$ cat config.mk
export PLATFORM = sky130hd
export DESIGN_NAME = ad9833_sweep_ctrl
export DESIGN_NICKNAME = d
export VERILOG_FILES = /design/src/rtl/ad9833_pkg.sv /design/src/rtl/ad9833_dwell_timer.sv /design/src/rtl/ad9833_sweep_ctrl.sv
export SDC_FILE = /design/constraint.sdc
export NUM_CORES = 1
export LEC_CHECK = 0
export ABC_AREA = 1
export CAP_MARGIN = 25
export CORE_MARGIN = 1
export CORE_UTILIZATION = 56
export DETAILED_ROUTE_END_ITERATION = 10
export GPL_ROUTABILITY_DRIVEN = 0
export MAX_ROUTING_LAYER = met4
export PLACE_DENSITY = 0.92
export SYNTH_ARGS = -nofsm -noshare
export SYNTH_HDL_FRONTEND = slang
export SYNTH_SLANG_ARGS = --single-unit
$ cat constraint.sdc
create_clock -name clk -period 2.6 [get_ports clk]
set_clock_uncertainty 0.15 [all_clocks]
set_input_delay 0.52 -clock clk [delete_from_list [all_inputs] [get_ports clk]]
set_output_delay 0.52 -clock clk [all_outputs]
set_load 0.01 [all_outputs]
$ cat src/rtl/ad9833_pkg.sv
// Shared definitions for the AD9833 sweep sequencer: FSM state encoding,
// serializer byte-enable codes, word widths and the datain packing helper.
// Ports: none (package).
package ad9833_pkg;

  localparam int FREQ_W = 28;
  localparam int CTRL_W = 16;

  localparam logic [3:0] BE_NONE = 4'b0000;
  localparam logic [3:0] BE_FREQ = 4'b0001;
  localparam logic [3:0] BE_CTRL = 4'b0010;

  typedef enum logic [2:0] {
    S_IDLE,
    S_LOAD_CTRL,
    S_LOAD_FREQ,
    S_ASSERT_GO,
    S_WAIT_ACK,
    S_WAIT_DONE,
    S_DWELL,
    S_FINISH
  } state_t;

  // Tuning words travel right-aligned in the 32-bit serializer data bus.
  function automatic logic [31:0] pack_freq(input logic [FREQ_W-1:0] f);
    return {{(32-FREQ_W){1'b0}}, f};
  endfunction

  function automatic logic [31:0] pack_ctrl(input logic [CTRL_W-1:0] c);
    return {{(32-CTRL_W){1'b0}}, c};
  endfunction

endpackage

$ cat src/rtl/ad9833_dwell_timer.sv
// Load/count/expire down-counter, used both for the post-send dwell and for
// the go-to-send_complete timeout.
// Ports: clk, resetn (sync, active-low), load + load_val, en (count), expired (count==0).
module ad9833_dwell_timer #(
  parameter int W = 32
) (
  input  logic         clk,
  input  logic         resetn,
  input  logic         load,
  input  logic [W-1:0] load_val,
  input  logic         en,
  output logic         expired
);

  logic [W-1:0] cnt;

  always_ff @(posedge clk) begin
    if (!resetn) begin
      cnt <= '0;
    end else if (load) begin
      cnt <= load_val;
    end else if (en && (cnt != '0)) begin
      cnt <= cnt - 1'b1;
    end
  end

  assign expired = (cnt == '0);

endmodule

$ cat src/rtl/ad9833_sweep_ctrl.sv
// Linear frequency-sweep sequencer feeding the AD9833 serializer: one control
// word per sweep, then one 28-bit tuning word per point, each followed by a
// programmable dwell. go is held until good_to_reset_go; a missing
// send_complete after TIMEOUT_CLKS raises the sticky err_timeout.
// Ports: clk/resetn (sync, active-low); start/abort pulses; cfg_* sweep setup
// (latched on start); go/byteenable/datain to the serializer,
// good_to_reset_go/send_complete back; busy/done/err_timeout/step_idx status.
// Build option: AD9833_SWEEP_PINGPONG_EN -- after num_steps increments the
// step is negated and the sweep walks back to start_freq (2*num_steps+1 points).
module ad9833_sweep_ctrl
  import ad9833_pkg::*;
#(
  parameter int STEPS_W      = 16,
  parameter int DWELL_W      = 32,
  parameter int TIMEOUT_CLKS = 65535
) (
  input  logic               clk,
  input  logic               resetn,
  input  logic               start,
  input  logic               abort,
  input  logic [CTRL_W-1:0]  cfg_ctrl,
  input  logic [FREQ_W-1:0]  cfg_start_freq,
  input  logic [FREQ_W-1:0]  cfg_step,
  input  logic [STEPS_W-1:0] cfg_num_steps,
  input  logic [DWELL_W-1:0] cfg_dwell,
  output logic               go,
  output logic [3:0]         byteenable,
  output logic [31:0]        datain,
  input  logic               good_to_reset_go,
  input  logic               send_complete,
  output logic               busy,
  output logic               done,
  output logic               err_timeout,
  output logic [STEPS_W-1:0] step_idx
);

  localparam logic [31:0] TO_LOAD = 32'(TIMEOUT_CLKS - 1);

  state_t             state;
  logic [CTRL_W-1:0]  ctrl_q;
  logic [FREQ_W-1:0]  step_q;
  logic [STEPS_W-1:0] nsteps_q;
  logic [DWELL_W-1:0] dwell_q;
  logic [FREQ_W-1:0]  freq;
  // One extra bit so the ping-pong point index (up to 2*num_steps) fits.
  logic [STEPS_W:0]   idx;
  logic               abort_pending;

  logic [STEPS_W:0]   last_idx;
  logic [FREQ_W-1:0]  step_sel;
  logic [FREQ_W-1:0]  next_freq;
  logic               is_last;
  logic               dwell_expired;
  logic               to_expired;

`ifdef AD9833_SWEEP_PINGPONG_EN
  assign last_idx = {nsteps_q, 1'b0};
  // Increments beyond the first num_steps walk back down.
  assign step_sel = (idx >= {1'b0, nsteps_q}) ? (~step_q + 1'b1) : step_q;
`else
  assign last_idx = {1'b0, nsteps_q};
  assign step_sel = step_q;
`endif

  assign is_last   = (idx == last_idx);
  // Modulo 2^FREQ_W on purpose: tuning words wrap like DDS phase.
  assign next_freq = freq + step_sel;
  assign step_idx  = idx[STEPS_W-1:0];

  ad9833_dwell_timer #(.W(DWELL_W)) u_dwell (
    .clk      (clk),
    .resetn   (resetn),
    .load     ((state == S_WAIT_DONE) && send_complete),
    .load_val (dwell_q),
    .en       (state == S_DWELL),
    .expired  (dwell_expired)
  );

  ad9833_dwell_timer #(.W(32)) u_timeout (
    .clk      (clk),
    .resetn   (resetn),
    .load     (state == S_LOAD_FREQ),
    .load_val (TO_LOAD),
    .en       ((state == S_WAIT_ACK) || (state == S_WAIT_DONE)),
    .expired  (to_expired)
  );

  always_ff @(posedge clk) begin
    if (!resetn) begin
      state         <= S_IDLE;
      go            <= 1'b0;
      byteenable    <= BE_NONE;
      datain        <= '0;
      busy          <= 1'b0;
      done          <= 1'b0;
      err_timeout   <= 1'b0;
      idx           <= '0;
      freq          <= '0;
      ctrl_q        <= '0;
      step_q        <= '0;
      nsteps_q      <= '0;
      dwell_q       <= '0;
      abort_pending <= 1'b0;
    end else begin
      done <= 1'b0;
      // Abort never cuts a transfer; it only ends the sweep at the next dwell exit.
      if (abort && (state != S_IDLE)) abort_pending <= 1'b1;

      case (state)
        S_IDLE: begin
          if (start) begin
            ctrl_q        <= cfg_ctrl;
            step_q        <= cfg_step;
            nsteps_q      <= cfg_num_steps;
            dwell_q       <= cfg_dwell;
            freq          <= cfg_start_freq;
            idx           <= '0;
            busy          <= 1'b1;
            err_timeout   <= 1'b0;
            abort_pending <= 1'b0;
            byteenable    <= BE_CTRL;
            datain        <= pack_ctrl(cfg_ctrl);
            state         <= S_LOAD_CTRL;
          end
        end
        S_LOAD_CTRL: begin
          byteenable <= BE_FREQ;
          datain     <= pack_freq(freq);
          state      <= S_LOAD_FREQ;
        end
        S_LOAD_FREQ: begin
          byteenable <= BE_NONE;
          go         <= 1'b1;
          state      <= S_ASSERT_GO;
        end
        S_ASSERT_GO: begin
          state <= S_WAIT_ACK;
        end
        S_WAIT_ACK: begin
          if (to_expired) begin
            err_timeout <= 1'b1;
            go          <= 1'b0;
            done        <= 1'b1;
            busy        <= 1'b0;
            state       <= S_FINISH;
          end else if (good_to_reset_go) begin
            go    <= 1'b0;
            state <= S_WAIT_DONE;
          end
        end
        S_WAIT_DONE: begin
          if (send_complete) begin
            state <= S_DWELL;
          end else if (to_expired) begin
            err_timeout <= 1'b1;
            done        <= 1'b1;
            busy        <= 1'b0;
            state       <= S_FINISH;
          end
        end
        S_DWELL: begin
          if (dwell_expired) begin
            if (is_last || abort_pending) begin
              done  <= 1'b1;
              busy  <= 1'b0;
              state <= S_FINISH;
            end else begin
              freq       <= next_freq;
              idx        <= idx + 1'b1;
              byteenable <= BE_FREQ;
              datain     <= pack_freq(next_freq);
              state      <= S_LOAD_FREQ;
            end
          end
        end
        S_FINISH: begin
          state <= S_IDLE;
        end
        default: begin
          state <= S_IDLE;
        end
      endcase
    end
  end

endmodule

==> flow_metrics.env <==
export IMPL_grt_max_degree=66
export IMPL_clk_latency_ns=0.54
export IMPL_period_needed_ns=2.45
export IMPL_crit_buf_inv=2
export IMPL_crit_chain="nor2_1 -> nand2_1 -> nor2_1 -> inv_1 -> nor2_1 -> nand3_1 -> nand2_1 -> buf_4 -> o21ai_0 -> a21oi_1 -> nor2_1"
export IMPL_cts_sinks=223
export IMPL_hold_path_class="input port to flop"
export IMPL_cts_root_buf="clkbuf_16"
export IMPL_drive_above_1_share_pct=5.32
export IMPL_fmax_mhz=408
export IMPL_grt_overflow_total=0
export IMPL_routed_via_density=5.55
export IMPL_drt_pass1_iterations=6
export IMPL_final_hold_viol_count=0
export IMPL_slowest_delay_ns=0.35
export IMPL_final_cell_count_no_fill=2611
export IMPL_die_h_um=156
export IMPL_cp_slowest_cell="dfxtp_1"
export IMPL_report_final_slew_viol_count=0
export IMPL_wl_um=39600
export IMPL_grtUsageTotal_pct=32.6
export IMPL_power_total_w=0.0180
export IMPL_num_rows=56
export IMPL_initialDrtViolationCount=1529
export IMPL_worstMarginPinSlew_ns=0.841
export IMPL_wl_per_cell_um=15.2
export IMPL_grt_pass1_vias=13500
export IMPL_slew_headroom_pct=43.9
export IMPL_n_antenna_cell=0
export IMPL_cap_violations=0
export IMPL_crit_type="flop to flop"
export IMPL_status="finished, final reports clean"
export IMPL_die_w_um=156
export IMPL_antenna_found_initial=0
export IMPL_hpwl_um=28300
export IMPL_dieArea_um2=24400
export IMPL_final_net_count=2434
export IMPL_path_max_fanout=25
export IMPL_path_clk_slew_ns=0.06
export IMPL_syn_avg_cell_area_um2=6.25
export IMPL_start_util_pct=57.0
export IMPL_cpLargestDelayFamily="simple AND/OR/NAND/NOR gates"
export IMPL_cpMostUsedCell="nor2_1"
export IMPL_post_route_util_pct=69.0
export IMPL_portBuffers=175
export IMPL_ys_warnings_count=0
export IMPL_startpoint_type="flop"
export IMPL_synth_area_um2=13300
export IMPL_fill_cells=1928
export IMPL_clk_path_buf_depth=3
export IMPL_grt_pass1_wl_um=63100
export IMPL_cts_buffers=25
export IMPL_yosysSeqAreaShare_pct=33.5
export IMPL_drc_errors=0
export IMPL_powerDensity_nw_per_um2=1110
export IMPL_synth_edf_count=0
export IMPL_ys_seq_elements=223
export IMPL_ant_nets=0
export IMPL_leakagePower_nw=7.58
export IMPL_critPathCaptureType="flop"
export IMPL_setup_tns_ns=0
export IMPL_peakVddDrop_mv=0.903
export IMPL_cts_tree="yes"
export IMPL_cp_required_ns=2.86
export IMPL_htreeDepth=1
export IMPL_ys_flop_type="dfxtp_1"
export IMPL_critPathArrivalTime_ns=2.71
export IMPL_async_flop_share_pct=0
export IMPL_core_area_um2=23400
export IMPL_place_inst=2567
export IMPL_ios=182
export IMPL_setup_violations_final=0
export IMPL_rsz0062_at_grt="false"
export IMPL_ys_types=46
export IMPL_syn_inst=2133
export IMPL_area_growth_pct=21.2
export IMPL_vias=14500
export IMPL_fin_crit_sh_pct=94.3
-- final cells by class --
class	instances	area [um^2]	area share [%]
clock buffers	35	713	4.41
inverters	226	852	5.27
multi-input cells	1580	7490	46.3
well taps	319	399	2.47
clock inverters	9	98.8	0.612
repair buffers	219	2140	13.2
flip-flops and latches	223	4470	27.6
-- per-layer routing --
metal | wire length, um | share of wire (%) | track usage, % | up-vias
met1 | 15700 | 40 | 38.6 | 6475
met3 | 3520 | 8.9 | 4.54 | 168
met5 | 0 | 0 | - | -
met2 | 18300 | 46 | 53.6 | 829
met4 | 2110 | 5.3 | 17.8 | 0
li1 | - | - | - | 7018
-- final timing paths --
check	startpoint	cells past startpoint	endpoint	slack, ns
worst max-delay path	u_timeout.cnt[12]$_SDFFE_PN0P_	11	u_timeout.cnt[13]$_SDFFE_PN0P_	0.15
worst min-delay path	resetn	3	u_dwell.cnt[19]$_SDFFE_PN0P_	0.22
worst max register to register	u_timeout.cnt[12]$_SDFFE_PN0P_	11	u_timeout.cnt[13]$_SDFFE_PN0P_	0.15
worst min register to register	byteenable[1]$_SDFFE_PN0P_	2	byteenable[1]$_SDFFE_PN0P_	0.31
-- report_power, final --
part | switching (W) | internal, W
logic | 0.00597 | 0.00344
registers | 0.000679 | 0.00436
clock network | 0.00143 | 0.00210
total | 0.00808 | 0.00990
-- worst min-delay path: stages --
cell and delay, ns:
buf_2 0.20, nand2_1 0.10, inv_1 0.03
-- state kept, by name, summed over array words and instances (netlist names) --
| register | flops |
|---|---|
| dwell_q | 32 |
| u_dwell.cnt | 32 |
| u_timeout.cnt | 32 |
| datain | 28 |
| freq | 28 |
| step_q | 28 |
| idx | 17 |
| nsteps_q | 16 |
| state | 3 |
| byteenable | 2 |
| abort_pending | 1 |
| busy | 1 |
| done | 1 |
| err_timeout | 1 |
| go | 1 |
-- placed cells by master, fill, tap and decap left out, drive strengths merged, types with 2 or more instances in the layout --
master	netlist	layout
nor3b	2	2
o21ai	59	59
clkinv	2	8
nand2	747	747
nand4	41	41
nand3	109	109
ha	32	32
inv	224	225
or2	6	6
dfxtp	223	223
nor2b	2	2
o211ai	9	9
a21oi	211	211
buf	61	45
nor4	5	5
nor3	20	20
nor2	223	223
clkdlybuf4s50	0	174
o22ai	2	2
bufinv	0	2
xor2	44	44
a22oi	2	2
a31oi	14	14
conb	1	6
and2	3	3
xnor2	25	25
clkbuf	48	35
nand3b	11	11
-- cells in the mapped netlist (3+ instances only) --
cell / number / area [um^2]
nor4_1: 5 / 31.3
nor2_2: 9 / 56.3
or2_2: 5 / 31.3
nor3_1: 20 / 100
nand2_1: 745 / 2800
a21oi_1: 211 / 1060
nor2_4: 4 / 45.0
o211ai_1: 9 / 67.6
a31oi_1: 14 / 87.6
buf_4: 28 / 210
xor2_1: 44 / 385
nor2_1: 209 / 785
xnor2_1: 25 / 219
buf_2: 23 / 115
nand4_1: 41 / 257
dfxtp_1: 223 / 4460
ha_1: 32 / 400
o21ai_0: 57 / 285
nand3b_1: 11 / 82.6
and2_1: 3 / 18.8
buf_6: 4 / 45.0
buf_1: 6 / 22.5
nand3_1: 108 / 541
clkbuf_1: 48 / 180
inv_1: 218 / 818
inv_2: 6 / 22.5
-- cell families after synthesis --
kind of cell | Yosys count | share of synthesized area (%)
and+or+nand+nor | 1169 | 36.2
other | 1 | 0.0281
xor gates and xnor gates | 69 | 4.53
buffers and inverters | 335 | 10.7
AOI/OAI and AO/OA | 303 | 11.9
DFF | 223 | 33.5
adders and majority gates | 33 | 3.15
-- timing repair --
item	in CTS	in global routing
setup endpoints to repair	0	9
hold buffers	0	0
gates resized for setup	0	5
setup buffers	0	0
-- per-stage QoR --
step | hold slack (ns) | cell area (um^2) | setup WS [ns]
global route | 0.222 | 16200 | 0.0194
finish | 0.215 | 16200 | 0.148
detailed placement | 0.302 | 15300 | 0.103
CTS | 0.202 | 16100 | 0.179
global placement | 0.292 | 15300 | 0.244
floorplan | 0.275 | 13400 | 0.550
Note: power is estimated with default switching activity, not from simulation.
==> edit: new RTL, same settings <==
Set the parameter `DWELL_W` to 16 (it was 32).
--- a/src/rtl/ad9833_sweep_ctrl.sv
+++ b/src/rtl/ad9833_sweep_ctrl.sv
@@ -13,3 +13,3 @@
   parameter int STEPS_W      = 16,
-  parameter int DWELL_W      = 32,
+  parameter int DWELL_W      = 16,
   parameter int TIMEOUT_CLKS = 65535
Interface: changed (resized cfg_dwell); port bits go from 182 to 166. The function was not compared with the original's and may differ.
==> edit against the original RTL <==
  * Area after synthesis down 10%
  * Final area down 11%
  * Sequential cell count down 32
  * Setup slack worse by 0.072 ns
  * Sequential share of layout area down 1.1 points
  * Worst hold slack better by 0.10 ns
  * Power down 28%
  * Wire length down 6.8%
==> edit: results (changes against the original RTL) <==
Reg2Reg Depth=12 (was 11); Yosys warnings=0 (unchanged); gr usage total=34.8% (was 32.6%); CTS max path bufs=2 (was 3); Vias=13353 (was 14490); # fillers=1718 (was 1928); Post-DP Area=13700 um2 (was 15300 um2); hold_sp=busy (was resetn); layout cells sized above 1=4.41% (was 5.32%); FF-to-FF Start=step_q[0] (was u_timeout.cnt[12]); Hold WS=0.316 ns (was 0.215 ns); I/O Buffers=159 (was 175); wire length of the first global-routing pass=59600 um (was 63100 um); Avg Cell Area, Syn=6.12 um2 (was 6.25 um2); WHS Path Cells=2 (was 3); RR Endpoint=freq[12] (was u_timeout.cnt[13]); Hold Vio Cnt, Final=0 (unchanged); Post-synth top cells=603 x nand2_1, 284 x nor2_1, 212 x inv_1, 191 x dfxtp_1, 162 x a21oi_1 (was 745 x nand2_1, 223 x dfxtp_1, 218 x inv_1, 211 x a21oi_1, 209 x nor2_1); Placed Cells=2329 (was 2567); fin nets=2217 (was 2434); Lkg Pwr=6.78 nW (was 7.58 nW); sequential fraction of the synthesis area=31.9% (was 33.5%); dpl ws=0.232 ns (was 0.103 ns); flop2flop setup slack=0.08 ns (was 0.15 ns); worst hold path type=reg2reg (was in2reg); crit path kind=reg2reg (unchanged); number of routed nets with antenna violations=0 (unchanged); total CTS buffers=17 (was 25); Layout Cells excl Fill=2364 (was 2611); max reg flops=32; top cells by area, synth=dfxtp_1 32%, nand2_1 19%, nor2_1 8.9% (was dfxtp_1 33%, nand2_1 21%, a21oi_1 7.9%); HPWL Detailed=26300 um (was 28300 um); latest clock arrival within the worst-skew pair=0.44 ns (was 0.54 ns); largest net degree at the start of global routing=64 (was 66); initial drt markers=1585 (was 1529); drt wl/cell=15.6 um (was 15.2 um); initial antenna violation count=1 (was 0); Worst-Margin Slew=0.662 ns (was 0.841 ns); status=complete, no violations (unchanged); Clock transition at path regs=0.08 ns (was 0.06 ns); Worst Path Max Fanout=4 (was 25); Final Critical Period=2.52 ns (was 2.45 ns); WHS Endpoint=busy (was u_dwell.cnt[19]); Worst VDD drop=785 uV (was 903 uV); Pre-Repair DR Iteration Count=8 (was 6); vias in the first global route=12299 (was 13524); CTS H-tree lvls=4 (was 1)
## edit: report_power, final
| part | switching, mW | internal, mW |
|---|---|---|
| logic | 3.86 | 2.25 |
| registers | 0.425 | 3.47 |
| clock network | 1.21 | 1.70 |
| total | 5.50 | 7.42 |
## edit: critical path, stage by stage, from the launching register on
cell and delay [ns]:
dfxtp_1 0.33, ha_1 0.26, fa_1 0.44, nand2_1 0.11
nand3_1 0.10, nand3_1 0.12, nand2_1 0.14, nand2_1 0.09
nand2_1 0.06, o21ai_0 0.32, nand2_1 0.11, nor2_1 0.12
nor2_1 0.06
## edit: layout make-up
| type | count | area (um2) | share of cell area, % |
|---|---|---|---|
| flip-flops and latches | 191 | 3820 | 26.6 |
| clock buffers | 21 | 470 | 3.27 |
| repair buffers | 193 | 1890 | 13.1 |
| inverters | 219 | 830 | 5.77 |
| multi-input cells | 1453 | 6850 | 47.6 |
| well taps | 275 | 344 | 2.39 |
| clock inverters | 11 | 176 | 1.23 |
| diodes | 1 | 2.50 | 0.0174 |
## edit: kinds of logic after synthesis
group | after synthesis | share of synthesized area (%)
other cells | 1 | 0.0313
buf+inv | 322 | 11.2
fa+ha+maj | 32 | 3.40
simple gates | 1106 | 38.4
flops | 191 | 31.9
compound gates | 259 | 11.4
xor+xnor | 50 | 3.65
## edit: layer usage
layer	part of all wire (%)	track usage (%)	wire (um)	vias to the layer above
met5	0	-	0	-
met3	11	6.90	3940	174
met2	45	54.2	16700	826
li1	-	-	-	6426
met4	5.5	19.8	2030	0
met1	39	42.1	14200	5927
## edit: repair_timing
action / CTS / global route
resized for setup: 0 / 2
endpoints found under the setup margin: 0 / 3
buffers inserted: 0 / 2
